`src/rtl/uart_pkg.sv`:
```
// Shared definitions for the UART transmit arbiter slice.
//   UART_DATA_BITS       default byte width (must match uart_tx)
//   UART_LAUNCH_TIMEOUT  default cycles to wait for uart_tx to report busy
//   arb_state_t          arbiter FSM states
//   idx_width()          width of an index into n requesters (never below 1)
package uart_pkg;

    localparam int UART_DATA_BITS      = 8;
    localparam int UART_LAUNCH_TIMEOUT = 4096;

    typedef enum logic [1:0] {
        IDLE      = 2'd0,
        LAUNCH    = 2'd1,
        WAIT_DONE = 2'd2
    } arb_state_t;

    // A single requester still needs a 1-bit index so ports stay legal.
    function automatic int idx_width(input int n);
        return (n > 1) ? $clog2(n) : 1;
    endfunction

endpackage

```
`src/rtl/rr_arbiter.sv`:
```
// Combinational round-robin arbiter, reusable for any shared resource.
//   req          in   N    request vector
//   ptr          in   IW   index with highest priority this cycle
//   grant        out  N    one-hot grant (all zero when no request)
//   grant_index  out  IW   encoded index of the granted request
//   grant_vld    out  1    at least one request present
module rr_arbiter
    import uart_pkg::*;
#(
    parameter int N  = 4,
    parameter int IW = idx_width(N)
) (
    input  logic [N-1:0]  req,
    input  logic [IW-1:0] ptr,
    output logic [N-1:0]  grant,
    output logic [IW-1:0] grant_index,
    output logic          grant_vld
);

    localparam int SW = IW + 1;

    logic [N-1:0]  rot_s;
    logic [IW-1:0] off_s;
    logic [SW-1:0] sum_s;
    logic          found_s;

    // Rotate so ptr sits at bit 0, take the lowest set bit, then undo the rotation modulo N.
    always_comb begin
        rot_s   = N'({req, req} >> ptr);
        found_s = 1'b0;
        off_s   = '0;
        for (int k = 0; k < N; k++) begin
            if (!found_s && rot_s[k]) begin
                found_s = 1'b1;
                off_s   = IW'(k);
            end else begin
                found_s = found_s;
            end
        end
        sum_s = {1'b0, ptr} + {1'b0, off_s};
        if (sum_s >= SW'(N)) begin
            grant_index = IW'(sum_s - SW'(N));
        end else begin
            grant_index = IW'(sum_s);
        end
        grant     = found_s ? (N'(1'b1) << grant_index) : '0;
        grant_vld = found_s;
    end

endmodule

```
`src/rtl/uart_tx_arbiter.sv`:
```
// Shares one uart_tx between N_REQ byte requesters. Round-robin picks one byte per
// frame, drives the uart_tx data_rdy/data pair and sequences launch -> busy -> idle.
// A launch that never sees tx_busy_in rise within LAUNCH_TIMEOUT cycles is dropped
// and flagged on timeout_out.
//   sysclk_in       in   1                 clock, rising edge
//   nrst_in         in   1                 asynchronous active-low reset
//   req_valid_in    in   N_REQ             requester has a byte, held until accepted
//   req_data_in     in   N_REQ*DATA_BITS   byte of requester i at [i*DATA_BITS +: DATA_BITS]
//   req_ready_out   out  N_REQ             one-hot accept pulse
//   tx_busy_in      in   1                 uart_tx busy
//   data_rdy_out    out  1                 to uart_tx data_rdy_in
//   tx_data_out     out  DATA_BITS         to uart_tx tx_data_in
//   grant_id_out    out  idx width         last accepted requester
//   frame_done_out  out  1                 pulse when a frame completes
//   timeout_out     out  1                 pulse when a launch times out
module uart_tx_arbiter
    import uart_pkg::*;
#(
    parameter int N_REQ          = 4,
    parameter int DATA_BITS      = UART_DATA_BITS,
    parameter int LAUNCH_TIMEOUT = UART_LAUNCH_TIMEOUT
) (
    input  logic                          sysclk_in,
    input  logic                          nrst_in,
    input  logic [N_REQ-1:0]              req_valid_in,
    input  logic [N_REQ*DATA_BITS-1:0]    req_data_in,
    output logic [N_REQ-1:0]              req_ready_out,
    input  logic                          tx_busy_in,
    output logic                          data_rdy_out,
    output logic [DATA_BITS-1:0]          tx_data_out,
    output logic [idx_width(N_REQ)-1:0]   grant_id_out,
    output logic                          frame_done_out,
    output logic                          timeout_out
);

    localparam int IW = idx_width(N_REQ);
    localparam int CW = $clog2(LAUNCH_TIMEOUT + 1);

    arb_state_t            state_r, state_s;
    logic [IW-1:0]         ptr_r, ptr_s;
    logic [CW-1:0]         cnt_r, cnt_s;
    logic                  data_rdy_r, data_rdy_s;
    logic [DATA_BITS-1:0]  tx_data_r, tx_data_s;
    logic [IW-1:0]         grant_id_r, grant_id_s;
    logic                  frame_done_r, frame_done_s;
    logic                  timeout_r, timeout_s;
    logic [N_REQ-1:0]      ready_s;

    logic [N_REQ-1:0]      arb_grant_s;
    logic [IW-1:0]         arb_idx_s;
    logic                  arb_vld_s;
    logic [DATA_BITS-1:0]  sel_data_s;

    rr_arbiter #(
        .N  (N_REQ),
        .IW (IW)
    ) u_rr_arbiter (
        .req         (req_valid_in),
        .ptr         (ptr_r),
        .grant       (arb_grant_s),
        .grant_index (arb_idx_s),
        .grant_vld   (arb_vld_s)
    );

    // AND-OR mux of the granted requester's byte.
    always_comb begin
        sel_data_s = '0;
        for (int i = 0; i < N_REQ; i++) begin
            sel_data_s = sel_data_s |
                         (req_data_in[i*DATA_BITS +: DATA_BITS] & {DATA_BITS{arb_grant_s[i]}});
        end
    end

    // Next-state and next-output logic of the arbiter FSM.
    always_comb begin
        state_s      = state_r;
        ptr_s        = ptr_r;
        cnt_s        = cnt_r;
        data_rdy_s   = data_rdy_r;
        tx_data_s    = tx_data_r;
        grant_id_s   = grant_id_r;
        frame_done_s = 1'b0;
        timeout_s    = 1'b0;
        ready_s      = '0;
        case (state_r)
            IDLE: begin
                if (arb_vld_s && !tx_busy_in) begin
                    ready_s    = arb_grant_s;
                    tx_data_s  = sel_data_s;
                    grant_id_s = arb_idx_s;
                    ptr_s      = (arb_idx_s == IW'(N_REQ - 1)) ? '0 : arb_idx_s + IW'(1'b1);
                    data_rdy_s = 1'b1;
                    cnt_s      = '0;
                    state_s    = LAUNCH;
                end else begin
                    state_s = IDLE;
                end
            end
            LAUNCH: begin
                if (tx_busy_in) begin
                    data_rdy_s = 1'b0;
                    state_s    = WAIT_DONE;
                end else if (cnt_r == CW'(LAUNCH_TIMEOUT - 1)) begin
                    // Byte is dropped, not retried.
                    data_rdy_s = 1'b0;
                    timeout_s  = 1'b1;
                    state_s    = IDLE;
                end else begin
                    cnt_s = cnt_r + CW'(1'b1);
                end
            end
            WAIT_DONE: begin
                if (!tx_busy_in) begin
                    frame_done_s = 1'b1;
                    state_s      = IDLE;
                end else begin
                    state_s = WAIT_DONE;
                end
            end
            default: begin
                data_rdy_s = 1'b0;
                state_s    = IDLE;
            end
        endcase
    end

    // FSM state register.
    always_ff @(posedge sysclk_in or negedge nrst_in) begin
        if (!nrst_in) begin
            state_r <= IDLE;
        end else begin
            state_r <= state_s;
        end
    end

    // Pointer, counter and registered outputs.
    always_ff @(posedge sysclk_in or negedge nrst_in) begin
        if (!nrst_in) begin
            ptr_r        <= '0;
            cnt_r        <= '0;
            data_rdy_r   <= 1'b0;
            tx_data_r    <= '0;
            grant_id_r   <= '0;
            frame_done_r <= 1'b0;
            timeout_r    <= 1'b0;
        end else begin
            ptr_r        <= ptr_s;
            cnt_r        <= cnt_s;
            data_rdy_r   <= data_rdy_s;
            tx_data_r    <= tx_data_s;
            grant_id_r   <= grant_id_s;
            frame_done_r <= frame_done_s;
            timeout_r    <= timeout_s;
        end
    end

    // The accept pulse is combinational, so mask it while reset is held to keep every output low.
    assign req_ready_out  = ready_s & {N_REQ{nrst_in}};
    assign data_rdy_out   = data_rdy_r;
    assign tx_data_out    = tx_data_r;
    assign grant_id_out   = grant_id_r;
    assign frame_done_out = frame_done_r;
    assign timeout_out    = timeout_r;

endmodule
```
`config.mk`:
```
export PLATFORM = sky130hd
export DESIGN_NAME = uart_tx_arbiter
export DESIGN_NICKNAME = d
export VERILOG_FILES = /design/src/rtl/uart_pkg.sv /design/src/rtl/rr_arbiter.sv /design/src/rtl/uart_tx_arbiter.sv
export SDC_FILE = /design/constraint.sdc
export NUM_CORES = 1
export LEC_CHECK = 0
export CAP_MARGIN = 0
export CORE_MARGIN = 3
export CORE_UTILIZATION = 45
export DETAILED_ROUTE_END_ITERATION = 8
export PLACE_DENSITY = 0.76
export SLEW_MARGIN = 0
export SYNTH_ARGS = -nofsm -noshare
export SYNTH_HDL_FRONTEND = slang
export SYNTH_SLANG_ARGS = --single-unit
export TNS_END_PERCENT = 20
```
`constraint.sdc`:
```
create_clock -name sysclk_in -period 4.9 [get_ports sysclk_in]
set_input_delay 0.49 -clock sysclk_in [delete_from_list [all_inputs] [get_ports sysclk_in]]
set_output_delay 0.49 -clock sysclk_in [all_outputs]
set_load 0.02 [all_outputs]
```
Word level (Yosys, flattened, before mapping). Cells that the tools add are included.

Reductions and logical operators: 13. Shift-type cells: 2. Add/subtract/negate cells: 4. Bitwise logic cells: 9. Multiplexer cells: 30. Eq/ne operators: 8. Magnitude comparators: 1.

Operators by type and width (count): 2-to-1 mux 13 bit (3); bitwise AND 8 bit (4); case mux 13 bit (2 select lines) (1); OR 8 bit (3); 2-to-1 mux 1 bit (14); 2-to-1 mux 2 bit (7); adder 13 x 1 -> 13 bit (second input constant) (1); == test 13 x 12 -> 1 bit (second input constant) (1); 2-to-1 mux 4 bit (3); right shift 8 x 2 -> 4 bit (1); != test 2 bit (second input constant) (3); case mux 2 bit (3 select lines) (1); bitwise AND 4 bit (1); == test 2 bit (second input constant) (2); logical AND 1 bit (4); logical NOT 1 bit (4); AND reduction 4 bit (1); left shift 1 x 2 -> 4 bit (first input constant) (1); adder 2 x 2 -> 3 bit (1); >= comparator 3 bit (second input constant) (1); != test 3 bit (second input constant) (1); case mux 1 bit (3 select lines) (1); AND reduction 3 bit (1); adder 2 x 1 -> 2 bit (second input constant) (1); 6 further kinds (6).

Input bits: 39. Word-level logic and storage cells: 75. Output and inout port bits: 17. Flip-flop bits (word level): 30.

Depth between registers and ports, before layout. Gate-level depths: netlist (run 1).

Word-level depth: 20. Depth in mapped cells: 15. Mapped depth without buffers: 13.

Hierarchy. From an unflattened synthesis (run 1), not the netlist that was laid out.

Cell total of the unflattened synthesis: 225. Area total of the unflattened synthesis: 1994.4 um^2.

Modules (own cells, without submodules): uart_tx_arbiter (times used 1, sequential area each 750.7 um^2, area each 1716.6 um^2, cells each 185); rr_arbiter (times used 1, sequential area each 0.0 um^2, area each 277.8 um^2, cells each 40).

Worst setup path after synthesis (run 1). OpenSTA, ideal clock, no wires.

Path type: input to output. From: in req_valid_in[3]. To: out req_ready_out[3]. Path slack: 1.891 ns. Data required time: 4.410 ns. Path buffers: 2. Arrival: 2.519 ns. Cell stages on the path: 14. Cells stage by stage: inv_1 -> nand3_1 -> o311ai_0 -> o21ai_0 -> o221ai_1 -> ha_1 -> xnor2_1 -> xor2_1 -> buf_6 -> inv_1 -> ha_1 -> and2b_1 -> clkbuf_1 -> and3_1.

Longest elaborated chain between the ends: 19. Elaborated cells on any way between the ends: 24. Classes of those cells: add/sub: 2; order compare: 1; shift: 2; mux: 11; bitwise: 1; reduce/logical: 7.

Ends and longest elaborated chain: start, declared (RTL line uart_tx_arbiter.sv:25) `input logic [N_REQ-1:0] req_valid_in,`; right shift 8 x 2 -> 4 bit (*) (RTL line rr_arbiter.sv:29) `rot_s = N'({req, req} >> ptr);`; 2-to-1 mux 1 bit (RTL line rr_arbiter.sv:33) `if (!found_s && rot_s[k]) begin`; logical NOT 1 bit (RTL line rr_arbiter.sv:33); logical AND 1 bit (RTL line rr_arbiter.sv:33); 2-to-1 mux 1 bit (RTL line rr_arbiter.sv:33); logical NOT 1 bit (RTL line rr_arbiter.sv:33); logical AND 1 bit (RTL line rr_arbiter.sv:33); 2-to-1 mux 1 bit (RTL line rr_arbiter.sv:33); [4 not listed]; >= comparator 3 bit / subtractor 2 x 1 -> 2 bit (equally long branches) (RTL line rr_arbiter.sv:41, rr_arbiter.sv:42); 2-to-1 mux 2 bit (*) (RTL line rr_arbiter.sv:41) `if (sum_s >= SW'(N)) begin`; net arb_idx_s[1] (RTL line uart_tx_arbiter.sv:50) `logic [IW-1:0] arb_idx_s;`; left shift 1 x 2 -> 4 bit (*) (RTL line rr_arbiter.sv:46) `grant = found_s ? (N'(1'b1) << grant_index) : '0;`; 2-to-1 mux 4 bit (*) (RTL line rr_arbiter.sv:46); 2-to-1 mux 4 bit (*) (RTL line uart_tx_arbiter.sv:87) `if (arb_vld_s && !tx_busy_in) begin`; 2-to-1 mux 4 bit (*) (RTL line uart_tx_arbiter.sv:85) `case (state_r)`; bitwise AND 4 bit (*) (RTL line uart_tx_arbiter.sv:158) `assign req_ready_out = ready_s & {N_REQ{nrst_in}};`; end, declared (RTL line uart_tx_arbiter.sv:27) `output logic [N_REQ-1:0] req_ready_out,`.

Mark *: on every way through the listed nets, which the timed path passes. The rest lies on a longest branch.

Final worst setup path (run 1). Same ends and word-level chain as after synthesis.

==> results of run 1 <==
cell usage in the layout, fill, tap and decap left out, types with 4 or more instances in the layout:
cell type | Yosys | final
sky130_fd_sc_hd__o31ai_1 | 7 | 7
sky130_fd_sc_hd__a221oi_1 | 8 | 8
sky130_fd_sc_hd__nand4_1 | 4 | 4
sky130_fd_sc_hd__dfrtp_1 | 30 | 30
sky130_fd_sc_hd__inv_1 | 7 | 7
sky130_fd_sc_hd__or4b_1 | 8 | 8
sky130_fd_sc_hd__nand2_1 | 34 | 34
sky130_fd_sc_hd__nand3_1 | 8 | 8
sky130_fd_sc_hd__clkbuf_8 | 0 | 5
sky130_fd_sc_hd__buf_4 | 0 | 5
sky130_fd_sc_hd__o21ai_0 | 22 | 22
sky130_fd_sc_hd__clkdlybuf4s50_1 | 0 | 55
sky130_fd_sc_hd__and3_1 | 4 | 4
sky130_fd_sc_hd__a21oi_1 | 5 | 5
sky130_fd_sc_hd__a31oi_1 | 11 | 11
sky130_fd_sc_hd__nor2_1 | 18 | 18
sky130_fd_sc_hd__and2b_1 | 4 | 4
sky130_fd_sc_hd__ha_1 | 8 | 8
synthesized netlist by cell type, types with 2 or more instances:
cell,number,area share (%)
sky130_fd_sc_hd__nand2_1,34,6.6
sky130_fd_sc_hd__dfrtp_1,30,39
sky130_fd_sc_hd__o21ai_0,22,5.7
sky130_fd_sc_hd__nor2_1,18,3.5
sky130_fd_sc_hd__a31oi_1,11,3.5
sky130_fd_sc_hd__a221oi_1,8,3.6
sky130_fd_sc_hd__clkbuf_1,8,1.5
sky130_fd_sc_hd__ha_1,8,5.2
sky130_fd_sc_hd__nand3_1,8,2.1
sky130_fd_sc_hd__or4b_1,8,4.1
sky130_fd_sc_hd__inv_1,7,1.4
sky130_fd_sc_hd__o31ai_1,7,2.7
sky130_fd_sc_hd__a21oi_1,5,1.3
sky130_fd_sc_hd__and2b_1,4,1.5
sky130_fd_sc_hd__and3_1,4,1.3
sky130_fd_sc_hd__nand4_1,4,1.3
sky130_fd_sc_hd__a41oi_1,3,1.4
sky130_fd_sc_hd__nand2b_1,3,0.97
sky130_fd_sc_hd__nor3_1,3,0.77
sky130_fd_sc_hd__a211oi_1,2,0.77
sky130_fd_sc_hd__and2_1,2,0.64
sky130_fd_sc_hd__buf_2,2,0.52
sky130_fd_sc_hd__buf_6,2,1.2
sky130_fd_sc_hd__nor2b_1,2,0.64
sky130_fd_sc_hd__nor4_1,2,0.64
sky130_fd_sc_hd__o21ai_2,2,0.90
logic make-up (layout without fill, tap and decap cells):
kind of cell             count (synthesis)  after routing
AND/OR/NAND/NOR                         96             96
AO/OA/AOI/OAI                           69             69
flip-flops                              30             30
buffers and inverters                   19             74
adder cells (fa/ha/maj)                  8              8
XOR/XNOR                                 2              2
multiplexers                             2              2
routing by layer:
layer	GRT usage (%)	part of all wire, %	vias to the layer above
met1	27.39	47	851
met4	8.768	2.8	0
li1	-	-	947
met2	30.61	46	39
met3	3.927	3.6	13
met5	0	0	-
sequential cells by signal, summed over array words and instances, names as in the netlist:
name            count
cnt_r              13
timeout_out         1
data_rdy_out        1
state_r             2
ptr_r               2
tx_data_out         8
frame_done_out      1
grant_id_out        2
worst reg2reg max path: stages (launching register included):
cell	delay, ns
sky130_fd_sc_hd__dfrtp_1	0.54
sky130_fd_sc_hd__nand2b_1	0.15
sky130_fd_sc_hd__o22ai_1	0.07
sky130_fd_sc_hd__o21ai_0	0.16
sky130_fd_sc_hd__o221ai_1	0.13
sky130_fd_sc_hd__ha_1	0.53
sky130_fd_sc_hd__inv_1	0.16
sky130_fd_sc_hd__or3_1	0.38
sky130_fd_sc_hd__mux2i_1	0.58
sky130_fd_sc_hd__nand2_1	0.12
sky130_fd_sc_hd__a31oi_1	0.18
area by class of cell:
type,count,share of cell area [%]
sequential,30,28.72
clock buffer,5,2.633
multi-input combinational,177,42.36
timing repair buffer,60,22.50
tap,50,2.393
clock inverter,2,0.3830
inverter,7,1.005
worst max path at each step:
stage / start / end / slack (ns) / cells past startpoint
2_1_floorplan: req_valid_in[3] / req_ready_out[3] / 1.89 / 14
3_3_place_gp: req_valid_in[3] / req_ready_out[3] / 0.89 / 14
3_5_place_dp: req_valid_in[3] / req_ready_out[3] / 0.79 / 14
4_1_cts: req_valid_in[3] / req_ready_out[3] / 0.79 / 14
5_1_grt: req_valid_in[3] / req_ready_out[3] / 0.56 / 14
6_report: req_valid_in[3] / req_ready_out[3] / 0.79 / 14
per-stage QoR:
step / util (%) / setup slack, ns
finish: 63.96 / 0.7949
detailed placement: 62.03 / 0.7874
global placement: 62.03 / 0.8935
floorplan: - / 1.891
global route: 63.96 / 0.5556
CTS: 63.96 / 0.7873
power breakdown:
group / internal (mW) / leakage [nW] / total (mW) / switching (mW)
logic: 0.340 / 0.653 / 0.797 / 0.456
clock network: 0.0950 / 0.0438 / 0.188 / 0.0925
registers: 0.319 / 0.387 / 0.377 / 0.0582
total: 0.755 / 1.08 / 1.36 / 0.607
==> summary.md, run 1 <==
| Metric | Value |
|---|---|
| Status | `finished clean` |
| Crit start category | `input port` |
| Peak VDD IR | `0.0003434 V` |
| Number of rows in the core area | `23` |
| Width of the die | `71.67 um` |
| Share of the synthesized area in compound gates (AO/OA/AOI/OAI) | `23.53%` |
| Total count of hold-check failures in the final report | `0` |
| CTS resizes | `0` |
| Cell area after synthesis | `1941 um^2` |
| End of the worst register-to-register path | `tx_data_out[2]` |
| Number of post-CTS setup repair buffers | `0` |
| Final setup vio count | `0` |
| Endpoint kind of the worst setup timing path | `primary output` |
| Clock Sinks | `30` |
| Placed instance count | `324` |
| Buffers plus inverters on the worst setup path | `4` |
| Tcrit/Tclk final | `83.78%` |
| Logic depth of the worst register-to-register path | `10` |
| Overflow left after global routing | `0` |
| Proportion of register bits with asynchronous set or reset after synthesis | `100.0%` |
| Post-Synth Simple-Gate Area | `25.85%` |
| Core ar. | `4086 um^2` |
| Last weighted congestion value of the routability-driven placer | `0.8799` |
| Worst hold-check slack | `0.4833 ns` |
| Hold bufs inserted after CTS | `0` |
| Hold-critical path endpoint | `grant_id_out[1]` |
| Number of I/O port buffers | `55` |
| Path class of the lowest-slack min-delay path | `reg2reg` |
| Count of pins on the block boundary | `56` |
| Maximum capacitance violations | `0` |
| Start-to-end type of the worst setup path | `in2out` |
| Vias in the first global route | `1737` |
| Routed len/inst | `14.45 um` |
| Filler-free cell count of the finished design | `331` |
| Max-Slew Margin vs Limit | `42.97%` |
| Dominant combinational cell family by area after synthesis | `simple AND/OR/NAND/NOR gates` |
| Global-route wire length before repair | `8169 um` |
| Mean area per synthesized cell | `8.587 um^2` |
| Diode count | `0` |
| Nets in the synthesized netlist | `273` |
| Antenna violations before repair | `0` |
| Post-synthesis share of cell area spent on xor and xnor gates | `0.9026%` |
| Pre-Repair DR Iteration Count | `4` |
| Clock-pin slew reported for the worst setup and hold paths after clock tree synthesis | `0.06 ns` |
| Max incr delay on CP | `0.58 ns` |
| Data required time at the worst endpoint | `4.41 ns` |
| Final number of max-transition violations | `0` |
| Standard cell area after detailed placement | `2535 um^2` |
| Area of combinational cells with multiple inputs | `1107 um^2` |
| Min Tclk post-route | `4.105 ns` |
| Net count, final | `328` |
| Library cell contributing the largest single delay on the critical path | `sky130_fd_sc_hd__clkdlybuf4s50_1` |
| Area added between synthesis and finish | `34.69%` |
| Wire length after detailed routing | `4784 um` |
| H-tree levels | `2` |
| Clock insertion delay at the later pin of the skew report | `0.28 ns` |
| Clock buffer count from CTS | `5` |
| RSZ-0062 raised after global routing | `false` |
| Sequential-to-total area share from yosys stat | `38.68%` |
| Fraction of synthesized area in multiplexers | `1.289%` |
| Residual DRC count | `0` |
| Most used flip-flop cell after synthesis | `sky130_fd_sc_hd__dfrtp_1` |
| Overall power after layout | `1.362 mW` |
| Clock tree from TritonCTS | `built` |
| Crit path DAT | `3.62 ns` |
| Count of flip-flops with a built-in enable after synthesis | `0` |
| Number of warnings issued by yosys | `0` |
| Number of different library cells in the post-synthesis netlist | `43` |
| Starting Density | `47.49%` |
| CTS Root Cell | `sky130_fd_sc_hd__clkbuf_8` |
| Hold Path Cell Cnt | `2` |
| Max Clock Freq | `0.2436 GHz` |
| Post-Synthesis Cells | `226` |
| Detailed placer's ending HPWL | `3540 um` |
| Leak Pwr | `1.084 nW` |
| Detailed router's first-iteration violation count | `120` |
| Post-route antenna net violation count | `0` |
| Cell area power density | `520.9 nW/um^2` |
| Least-Margin Pin Slew | `0.8503 ns` |
| Adder-Cell Fraction of Synth Area | `5.158%` |
| Storage cell area | `750.7 um^2` |
| Total via count in the routed design | `1850` |
| Cell Chain, Critical Path | `clkdlybuf4s50_1 -> inv_1 -> nand3_1 -> o311ai_0 -> o21ai_0 -> o221ai_1 -> ha_1 -> xnor2_1 -> xor2_1 -> inv_1 -> ha_1 -> and2b_1 -> and3_1 -> clkdlybuf4s50_1` |
| Slack of the worst reg-to-reg path | `1.81 ns` |
| Overall die area | `5137 um^2` |
| Max clock buf depth | `2` |
| Total Routing Usage GR | `19.98%` |
| Fin area | `2614 um^2` |
| Maximum clock skew at final layout | `0.003848 ns` |
| Critical path fanouts, max | `9` |
| CP top delay family | `buffers and inverters` |
| Maximum number of pins on one net before global-route repair | `34` |
| Final-layout fill cell count | `367` |
| Start point of the worst min-delay path | `grant_id_out[1]` |
| Height of the die | `71.67 um` |
| FF-to-FF Start | `ptr_r[0]` |
| Via density per instance | `5.589` |
| Flip-flop and latch count after synthesis | `30` |
| Fraction of layout cells with a size suffix above 1 | `6.762%` |
| Sum Neg Setup Slack | `0 ns` |
Power figures use the tool's default switching activity.
==> run 2: changes to the inputs <==
- clock period: 4.9 -> 3.91 ns (I/O delays scaled with it)
==> run 2 against run 1 <==
- core utilization increased by 2.7 points
- global-route usage up 2.2 points
- die area unchanged
- critical endpoint unchanged
- largest cell class unchanged
- highest routed layer unchanged
==> summary.md, run 2 (synthesis gave the netlist of run 1 again) <==
| Metric | Value |
|---|---|
| Clock tree from TritonCTS | `built` |
| Wire length after detailed routing | `5292 um` |
| Starting Density | `47.49%` |
| Part of the power in combinational logic | `56.0%` |
| Total count of hold-check failures in the final report | `0` |
| Register with the most flip-flops | `cnt_r` |
| Last weighted congestion value of the routability-driven placer | `0.8249` |
| Number of I/O port buffers | `55` |
| Most used cells in the layout excluding fill and tap cells | `54 x sky130_fd_sc_hd__clkdlybuf4s50_1, 34 x sky130_fd_sc_hd__nand2_1, 30 x sky130_fd_sc_hd__dfrtp_1, 22 x sky130_fd_sc_hd__o21ai_0, 18 x sky130_fd_sc_hd__nor2_1` |
| Endpoint kind of the worst setup timing path | `primary output` |
| Max Clock Freq | `0.2717 GHz` |
| Tcrit/Tclk final | `94.14%` |
| Peak VDD IR | `0.0005389 V` |
| Final setup vio count | `0` |
| Library cell contributing the largest single delay on the critical path | `sky130_fd_sc_hd__clkdlybuf4s50_1` |
| Start-to-end type of the worst setup path | `in2out` |
| Height of the die | `71.67 um` |
| Vias in the first global route | `1891` |
| Slack of the worst reg-to-reg path | `0.96 ns` |
| Crit start category | `input port` |
| Detailed router's first-iteration violation count | `126` |
| Final number of max-transition violations | `0` |
| Net switching power of the design | `0.8074 mW` |
| Detailed placer's ending HPWL | `3909 um` |
| Clock buffer count from CTS | `5` |
| Flip-flop count of the largest register, all copies and words added | `13` |
| Residual DRC count | `0` |
| Total via count in the routed design | `1961` |
| Core ar. | `4086 um^2` |
| Fraction of layout cells with a size suffix above 1 | `9.059%` |
| Clock Sinks | `30` |
| FF-to-FF Start | `ptr_r[0]` |
| Worst hold-check slack | `0.3344 ns` |
| Total Routing Usage GR | `22.22%` |
| Post-route antenna net violation count | `0` |
| Area added between synthesis and finish | `40.43%` |
| Start point of the critical path | `req_valid_in[1]` |
| Switching power share of the total | `41.06%` |
| Status | `finished clean` |
| Most common library cell in the layout ignoring fill and taps | `sky130_fd_sc_hd__clkdlybuf4s50_1` |
| H-tree levels | `2` |
| Maximum clock skew at final layout | `0.005894 ns` |
| Clock-pin slew reported for the worst setup and hold paths after clock tree synthesis | `0.06 ns` |
| Maximum number of pins on one net before global-route repair | `30` |
| Global-route wire length before repair | `9066 um` |
| Width of the die | `71.67 um` |
| Post-Place Setup Slack | `0.1853 ns` |
| Worst Setup Slack, final | `0.2290 ns` |
| Routed len/inst | `15.70 um` |
| CTS Root Cell | `sky130_fd_sc_hd__clkbuf_8` |
| Sequential fraction of design power | `24.1%` |
| Crit path DAT | `3.29 ns` |
| Antenna violations before repair | `0` |
| Min Tclk post-route | `3.681 ns` |
| Clock network fraction of design power | `20.0%` |
| Critical path destination | `req_ready_out[3]` |
| Clock insertion delay at the later pin of the skew report | `0.28 ns` |
| Pre-Repair DR Iteration Count | `4` |
| Diode count | `0` |
| Path class of the lowest-slack min-delay path | `in2async` |
| Cell area power density | `721.6 nW/um^2` |
| Max-Slew Margin vs Limit | `42.12%` |
| Overflow left after global routing | `0` |
| Cell internal pwr | `1.159 mW` |
| Cell Chain, Critical Path | `clkdlybuf4s50_1 -> o22ai_1 -> o21ai_0 -> o221ai_1 -> ha_1 -> xnor2_2 -> xor2_1 -> inv_1 -> ha_1 -> and2b_1 -> and3_1 -> clkdlybuf4s50_1` |
| Number of rows in the core area | `23` |
| Overall die area | `5137 um^2` |
| Leak Pwr | `1.149 nW` |
| Max incr delay on CP | `0.62 ns` |
| Logic depth of the worst register-to-register path | `13` |
| Overall power after layout | `1.966 mW` |
| End of the worst register-to-register path | `tx_data_out[2]` |
| Count of pins on the block boundary | `56` |
| Max clock buf depth | `2` |
| Least-Margin Pin Slew | `0.8630 ns` |
| Hold bufs inserted after CTS | `0` |
| Maximum capacitance violations | `0` |
| Data required time at the worst endpoint | `3.52 ns` |
| Sum Neg Setup Slack | `0 ns` |
| Net count, final | `333` |
| Via density per instance | `5.819` |
| Critical path fanouts, max | `8` |
| RSZ-0062 raised after global routing | `false` |
[run 2: critical path: cells and delay by family]
| family | cells | cell delay (ns) |
|---|---|---|
| AOI/OAI and AO/OA | 3 | 0.40 |
| xor gates and xnor gates | 2 | 0.44 |
| adders and majority gates | 2 | 0.45 |
| buffers and inverters | 3 | 1.27 |
| and+or+nand+nor | 2 | 0.34 |
[run 2: power by group through the flow]
stage / sequential, mW / combinational (mW) / clock [mW]
3_5_place_dp: 0.476 / 1.08 / 0
5_1_grt: 0.489 / 1.21 / 0.413
6_report: 0.473 / 1.10 / 0.393
2_1_floorplan: 0.525 / 0.633 / 0
4_1_cts: 0.472 / 1.10 / 0.399
3_3_place_gp: 0.473 / 1.07 / 0
[run 2: what timing repair did]
action	CTS	global route
endpoints found under the setup margin	0	2
resized for setup	0	3
buffers inserted	0	0
[run 2: final cells by class]
| class | instances | area [um^2] |
|---|---|---|
| inverter | 7 | 26.28 |
| multi-input combinational | 177 | 1115 |
| tap | 50 | 62.56 |
| sequential | 30 | 750.7 |
| clock inverter | 2 | 60.06 |
| timing repair buffer | 65 | 628.1 |
| clock buffer | 6 | 82.58 |
| fill | 367 | 1361 |
[run 2: worst min-delay path by stage]
stage | startpoint | endpoint | slack, ns | cells past startpoint
6_report | nrst_in | tx_data_out[1] | 0.33 | 1
3_3_place_gp | grant_id_out[0] | grant_id_out[0] | 0.46 | 2
4_1_cts | nrst_in | tx_data_out[1] | 0.34 | 1
5_1_grt | nrst_in | tx_data_out[1] | 0.35 | 1
3_5_place_dp | grant_id_out[1] | grant_id_out[1] | 0.47 | 2
2_1_floorplan | nrst_in | cnt_r[0] | 0.1 | 0
[run 2: per-layer routing]
metal / wire length [um] / up-vias / global-route usage, %
met5: 0 / - / 0
met4: 50 / 0 / 7.933
met3: 313 / 6 / 3.506
met2: 2677 / 62 / 36.73
met1: 2250 / 937 / 29.46
li1: - / 956 / -
[run 2: metrics by stage]
stage / instances / cell area (um^2) / util [%]
2_1_floorplan: 226 / 1941 / -
3_3_place_gp: 329 / 2572 / 62.95
3_5_place_dp: 329 / 2572 / 62.95
4_1_cts: 337 / 2715 / 66.44
5_1_grt: 337 / 2725 / 66.69
6_report: 337 / 2725 / 66.69
